## src/rtl/tsc_exec_core.sv

```systemverilog
// tsc_exec_core: TSC CPU execution core - program counter, 4x16 register file, ALU
// Ports: clk, reset_n (async, active-high); pc_jump/pc_target -> pc_out;
//   rf_write/rf_raddr1/rf_raddr2/rf_waddr/rf_wdata -> rf_rdata1/rf_rdata2;
//   alu_in1/alu_in2/alu_cin/alu_op -> alu_result/alu_cout/alu_zero.
// Define RF_BYPASS_EN to forward same-cycle write data to matching read ports.
module tsc_exec_core #(
  parameter int WORD_SIZE = 16
) (
  input  logic                 clk,
  input  logic                 reset_n,
  input  logic                 pc_jump,
  input  logic [11:0]          pc_target,
  output logic [WORD_SIZE-1:0] pc_out,
  input  logic                 rf_write,
  input  logic [1:0]           rf_raddr1,
  input  logic [1:0]           rf_raddr2,
  input  logic [1:0]           rf_waddr,
  input  logic [WORD_SIZE-1:0] rf_wdata,
  output logic [WORD_SIZE-1:0] rf_rdata1,
  output logic [WORD_SIZE-1:0] rf_rdata2,
  input  logic [WORD_SIZE-1:0] alu_in1,
  input  logic [WORD_SIZE-1:0] alu_in2,
  input  logic                 alu_cin,
  input  logic [3:0]           alu_op,
  output logic [WORD_SIZE-1:0] alu_result,
  output logic                 alu_cout,
  output logic                 alu_zero
);
  logic [WORD_SIZE-1:0] regs [4];
  logic [WORD_SIZE:0]   sum, dif;
  always_ff @(posedge clk or posedge reset_n) begin
    if (reset_n) begin
      pc_out <= '0;
      regs   <= '{default: '0};
    end else begin
      pc_out <= pc_jump ? {pc_out[WORD_SIZE-1:12], pc_target} : pc_out + 1'b1;
      if (rf_write) regs[rf_waddr] <= rf_wdata;
    end
  end
`ifdef RF_BYPASS_EN
  assign rf_rdata1 = (rf_write && rf_raddr1 == rf_waddr) ? rf_wdata : regs[rf_raddr1];
  assign rf_rdata2 = (rf_write && rf_raddr2 == rf_waddr) ? rf_wdata : regs[rf_raddr2];
`else
  assign rf_rdata1 = regs[rf_raddr1];
  assign rf_rdata2 = regs[rf_raddr2];
`endif
  // Bit WORD_SIZE of the widened sum/difference is the carry/borrow out
  assign sum = {1'b0, alu_in1} + {1'b0, alu_in2} + {{WORD_SIZE{1'b0}}, alu_cin};
  assign dif = {1'b0, alu_in1} - {1'b0, alu_in2} - {{WORD_SIZE{1'b0}}, alu_cin};
  always_comb begin
    alu_result = '0;
    alu_cout   = 1'b0;
    case (alu_op)
      4'd0: {alu_cout, alu_result} = sum;
      4'd1: {alu_cout, alu_result} = dif;
      4'd2: alu_result = alu_in1 & alu_in2;
      4'd3: alu_result = alu_in1 | alu_in2;
      4'd4: alu_result = ~alu_in1;
      4'd5: alu_result = ~alu_in1 + 1'b1;
      4'd6: alu_result = {alu_in1[WORD_SIZE-2:0], 1'b0};
      4'd7: alu_result = {alu_in1[WORD_SIZE-1], alu_in1[WORD_SIZE-1:1]};
      4'd8: alu_result = {alu_in2[7:0], {(WORD_SIZE-8){1'b0}}};
      4'd9: alu_result = alu_in1;
      default: ;
    endcase
  end
  assign alu_zero = alu_result == '0;
endmodule

```

## config.mk

```make
export PLATFORM = sky130hd
export DESIGN_NAME = tsc_exec_core
export DESIGN_NICKNAME = d
export VERILOG_FILES = /design/src/rtl/tsc_exec_core.sv
export SDC_FILE = /design/constraint.sdc
export NUM_CORES = 1
export LEC_CHECK = 0
export ABC_AREA = 1
export CAP_MARGIN = 10
export CORE_ASPECT_RATIO = 1.75
export CORE_UTILIZATION = 43
export DETAILED_ROUTE_END_ITERATION = 16
export GPL_ROUTABILITY_DRIVEN = 0
export PLACE_DENSITY = 0.65
export SLEW_MARGIN = 25
export SYNTH_ARGS = -nofsm -noshare
export SYNTH_HDL_FRONTEND = slang
export SYNTH_SLANG_ARGS = --single-unit
export TNS_END_PERCENT = 5
```

## constraint.sdc

```tcl
create_clock -name clk -period 2.8 [get_ports clk]
set_clock_uncertainty 0.05 [all_clocks]
set_input_delay 0.28 -clock clk [delete_from_list [all_inputs] [get_ports clk]]
set_output_delay 0.28 -clock clk [all_outputs]
set_load 0.01 [all_outputs]
```

Yosys cells after proc, flatten, opt, wreduce, memory -nomap -nowiden. Index checks and enable logic that the tools add are counted.

Reductions and logical operators: 3. Equality and inequality tests: 9. Add/sub/neg operators: 6. Bitwise operators: 6. Order comparisons: 4. Muxes and demuxes: 12.

Operator list (count): case mux 16 bit (10 select lines) (1); two-way mux 16 bit (5); binary-select mux 16 bit (select 2 bit) (2); bitwise mux 64 bit (1); adder 16 x 1 -> 16 bit (second input constant) (2); demux 16 bit (select 2 bit) (1); adder 16 x 16 -> 17 bit (1); adder 17 x 1 -> 17 bit (1); subtractor 16 x 16 -> 17 bit (1); subtractor 17 x 1 -> 17 bit (1); bitwise AND 16 bit (1); equality test 4 x 3 -> 1 bit (second input constant) (4); logical NOT 16 bit (1); inverter 16 bit (1); OR 16 bit (1); two-way mux 12 bit (1); >= comparator 3 bit (second input constant) (3); inverter 2 -> 3 bit (3); equality test 4 x 2 -> 1 bit (second input constant) (2); equality test 4 bit (second input constant) (2); equality test 4 x 1 -> 1 bit (second input constant) (1); logical NOT 4 bit (1); less-than comparator 3 x 1 -> 1 bit (second input constant) (1); case mux 1 bit (2 select lines) (1); logical AND 1 bit (1).

Flip-flop bits (word level): 80. Output and inout port bits: 66. Bits of input ports: 75.

Logic depth before layout (Yosys ltp).
Word-level depth: 6. Gate-level depth with buffers: 17. Gate-level depth less buffers: 17.

Worst setup path before layout. Ideal clock, no wire load.

Path kind: input port to output port. Start: in alu_in1[3]. End: out alu_zero. Stages on the path: 13. Arrival time: 2.167 ns. Required time: 2.470 ns. Path slack: 0.303 ns. Buffers on the path: 0. Path through: inv_2 ha_1 ha_1 inv_1 o21ai_0 nand3_1 nand3_1 nand2_1 nand3_1 nand3_1 nor2_1 nand3_1 nor2_1.

Cells in the longest elaborated chain, start to end: 4. Elaborated cells between the ends (all ways): 10. Those cells by class: add/sub (5); mux (1); bitwise (3); reduce/logical (1).

RTL lines: start, declared (line 21) `input logic [WORD_SIZE-1:0] alu_in1,`; subtractor 16 x 16 -> 17 bit, or another cell as far along (line 49) `assign dif = {1'b0, alu_in1} - {1'b0, alu_in2} - {{WORD_SIZE{1'b0}}, alu_cin};`; subtractor 17 x 1 -> 17 bit, or another cell as far along (line 49); case mux 16 bit (10 select lines) * (line 53) `case (alu_op)`; via alu_result[12] (line 25) `output logic [WORD_SIZE-1:0] alu_result,`; logical NOT 16 bit * (line 67) `assign alu_zero = alu_result == '0;`; end, declared (line 27) `output logic alu_zero`.

The timed path passes the listed nets; every way through them passes the cells marked *.

Worst setup path after layout.
Start: in alu_in1[6]. End: out alu_zero.

Cells in the longest elaborated chain, start to end: 4. Elaborated cells between the ends (all ways): 10. Those cells by class: add/sub (5); mux (1); bitwise (3); reduce/logical (1).

RTL lines (line): subtractor 16 x 16 -> 17 bit, or another cell as far along (49); subtractor 17 x 1 -> 17 bit, or another cell as far along (49); case mux 16 bit (10 select lines) * (53); logical NOT 16 bit * (67).

Mark *: on every way between the ends. The rest lies on a longest branch, timed or not.

==> flow_summary.yaml <==
outcome:
  status: "complete, but fails checks"
  violations: "negative setup slack"
finish:
  area_growth_pct: 52.9
  instances_no_fill: 1833
  drive_gt1_share_pct: 26.4
  diodes: 0
  layout.nets: 1738
  final_core_util_pct: 66.7
synthesis:
  yosysSeqAreaShare_pct: 25.5
  syn_area_per_cell_sq_um: 6.07
  ys_warn_count: 0
  syn_inst: 1292
  synth_top_area_cell: "dfrtp_1"
  synth.distinct_cells: 31
  synth_nets: 1435
  synth_seq_cells: 80
  synth_top_area_share_pct: 25.5
  synthTopCellsByArea: "dfrtp_1 26%, nand2_1 17%, ha_1 10%"
  syn_area_sq_um: 7840
drt:
  via_per_inst: 5.34
  drt_wl_total_um: 30300
  wl_met2_um: 15700
  antenna_left: 0
  firstDrtPassIters: 7
  drt_iter0_markers: 724
  drc: 0
  met3_length_um: 1540
  wl_per_cell_um: 16.5
  wl_met1_um: 10700
  via_count: 9789
  highest_layer: "met4"
sta:
  slew_viol_final: 0
  maxSlewHeadroom_pct: 69.9
  fmax_ghz: 0.354
  rsz0062_at_grt: "true"
  fin_crit_sh_pct: 101
  period_needed_ns: 2.82
  fin_ws_ns: -0.0213
  worst_slew_pin_slew_ns: 0.450
  finalHoldViolCount: 0
  finalSetupViolations: 1
  timing.hold.ws_ns: 0.151
critical_path:
  slowest_stage: "dlygate4sd2_1"
  worstPathMaxFanout: 5
  crit_path_end_kind: "output pin"
  reg2reg_depth: 8
  slowest_delay_ns: 0.26
  start_kind: "input pin"
  critical_path_class: "input pin to output pin"
  cp_common_cell: "nand2_2"
  path_buf_inv: 7
  r2r_end: "pc_out[12]"
  cp_cell_sequence: "dlygate4sd2_1 -> inv_2 -> buf_6 -> ha_4 -> inv_2 -> ha_4 -> nand2_1 -> nand2_2 -> buf_4 -> inv_1 -> nand2_2 -> nand2_2 -> nand4_1 -> nand3_2 -> nand3_2 -> nor2_1 -> nand3_1 -> nor2_2 -> buf_2"
  critical_path.top_delay_family: "simple AND/OR/NAND/NOR gates"
  regToRegSetupSlack_ns: 0.93
  cp.required_ns: 2.47
  reg2reg_from: "pc_out[0]"
  worst_ep_arrival_time_ns: 2.49
placed_design:
  numPlacedInstances: 1805
  dp_hpwl_um: 23000
  pre_cts_slack_ns: -1.15
  port_buffers: 140
power:
  finalPower_mw: 4.88
  powerDensity_nw_per_um2: 407
  vdd_ir_drop_max_uv: 383
  leakagePower_nw: 6.04
clock_network:
  numCtsBuffers: 9
  clk_latency_ns: 0.35
  cts_root_buf: "clkbuf_16"
  cts_max_level: 3
  clock_path_buffers: 2
  clock_sinks: 80
  path_clk_slew_ns: 0.07
  cts_tree: "built"
floorplanning:
  die_height_um: 181
  die_w_um: 104
  die_area_sq_um: 18800
  io-pin-count: 141
  core_sq_um: 18000
  start_util_pct: 43.6
  rows: 65
global_routing:
  grt_max_degree: 65
  antenna_found_initial: 0
  grt_util_all_layers_pct: 31.7
  grt_pass1_vias: 9456
  grt_overflow: 0
  grt_pass1_wl_um: 46800
min_path:
  hold_path.class: "input pin to asynchronous set/reset pin"
flow_run:
  cap_viol_max_count: 0
per-layer routing:
| layer | GRT usage (%) | vias to the layer above |
|---|---|---|
| met3 | 3.47 | 144 |
| met2 | 58.6 | 458 |
| met4 | 22.2 | 0 |
| met1 | 33.0 | 4425 |
| met5 | 0 | - |
| li1 | - | 4762 |
metrics by stage:
| step | setup TNS, ns | instance area (sq um) |
|---|---|---|
| 6_report | -0.0213 | 12000 |
| 5_1_grt | -0.417 | 12000 |
| 4_1_cts | -0.203 | 11700 |
| 3_5_place_dp | -12.45 | 10700 |
| 3_3_place_gp | -12.12 | 10700 |
| 2_1_floorplan | 0 | 7840 |
layout by cell type, fill, tap and decap left out, types with 9 or more instances in the layout:
master and instances:
nand2_1 307, buf_4 181, nand3_2 25, o21ai_1 21
nand2_2 33, nand3_1 79, o21ai_0 152, inv_1 148
dfrtp_1 80, inv_2 35, dlygate4sd2_1 30, a21oi_1 19
nor2_2 22, nor2_4 12, buf_6 12, nor2_1 144
ha_1 28, clkbuf_16 9, o22ai_1 37, clkdlybuf4s50_1 88
a21oi_2 13, ha_4 32, nand4_1 10
state kept, by name (all words and copies together) (netlist names):
| register | cells |
|---|---|
| regs | 64 |
| pc_out | 16 |
synthesized netlist by cell type, drive strengths merged:
| cell type | number |
|---|---|
| nand2 | 348 |
| inv | 189 |
| nor2 | 178 |
| o21ai | 175 |
| nand3 | 104 |
| dfrtp | 80 |
| ha | 64 |
| o22ai | 37 |
| a21oi | 32 |
| clkbuf | 28 |
| buf | 10 |
| nand4 | 10 |
| nand3b | 8 |
| nor3 | 8 |
| xor2 | 6 |
| fa | 4 |
| xnor2 | 3 |
| a21o | 1 |
| and2 | 1 |
| and3 | 1 |
| nor4b | 1 |
| o211ai | 1 |
| o31ai | 1 |
| or2 | 1 |
| or3b | 1 |
report_power, final:
group	internal [mW]	switching [mW]	leakage (nW)
combinational	1.02	1.17	4.90
sequential	1.32	0.138	0.997
clock	0.720	0.505	0.146
total	3.06	1.81	6.04
worst max-delay path by stage:
stage	startpoint	to	slack, ns	depth (start not counted)
6_report	alu_in1[6]	alu_zero	-0.02	19
3_5_place_dp	alu_in1[3]	alu_zero	-1.15	15
3_3_place_gp	alu_in1[3]	alu_zero	-1.18	15
2_1_floorplan	alu_in1[3]	alu_zero	0.30	13
4_1_cts	alu_in1[0]	alu_zero	-0.06	18
5_1_grt	alu_in1[6]	alu_zero	-0.13	19
cell type report:
| type | instances | area, sq um |
|---|---|---|
| inverter | 189 | 723 |
| sequential | 80 | 2000 |
| tap | 234 | 293 |
| timing repair buffer | 330 | 2810 |
| fill | 1644 | 5980 |
| clock buffer | 10 | 239 |
| multi-input combinational | 985 | 5860 |
| clock inverter | 5 | 63.8 |
timing repair:
| item | 4_1_cts | 5_1_grt |
|---|---|---|
| resized for setup | 236 | 94 |
| setup buffers | 3 | 10 |
| hold buffers | 0 | 0 |
| endpoints found under the setup margin | 18 | 16 |
| pin swaps | 45 | 55 |
| hold endpoints to repair | 0 | 0 |
cell families (layout without fill, tap and decap cells):
| kind of cell | Yosys count | after routing | share of synthesized area (%) |
|---|---|---|---|
| AND/OR/NAND/NOR | 661 | 661 | 34.6 |
| flip-flops | 80 | 80 | 25.5 |
| XOR/XNOR | 9 | 9 | 1.01 |
| AO/OA/AOI/OAI | 247 | 247 | 16.5 |
| buffers and inverters | 227 | 534 | 11.2 |
| adder cells (fa/ha/maj) | 68 | 68 | 11.2 |
No activity file was read; power rests on OpenSTA's default activity.
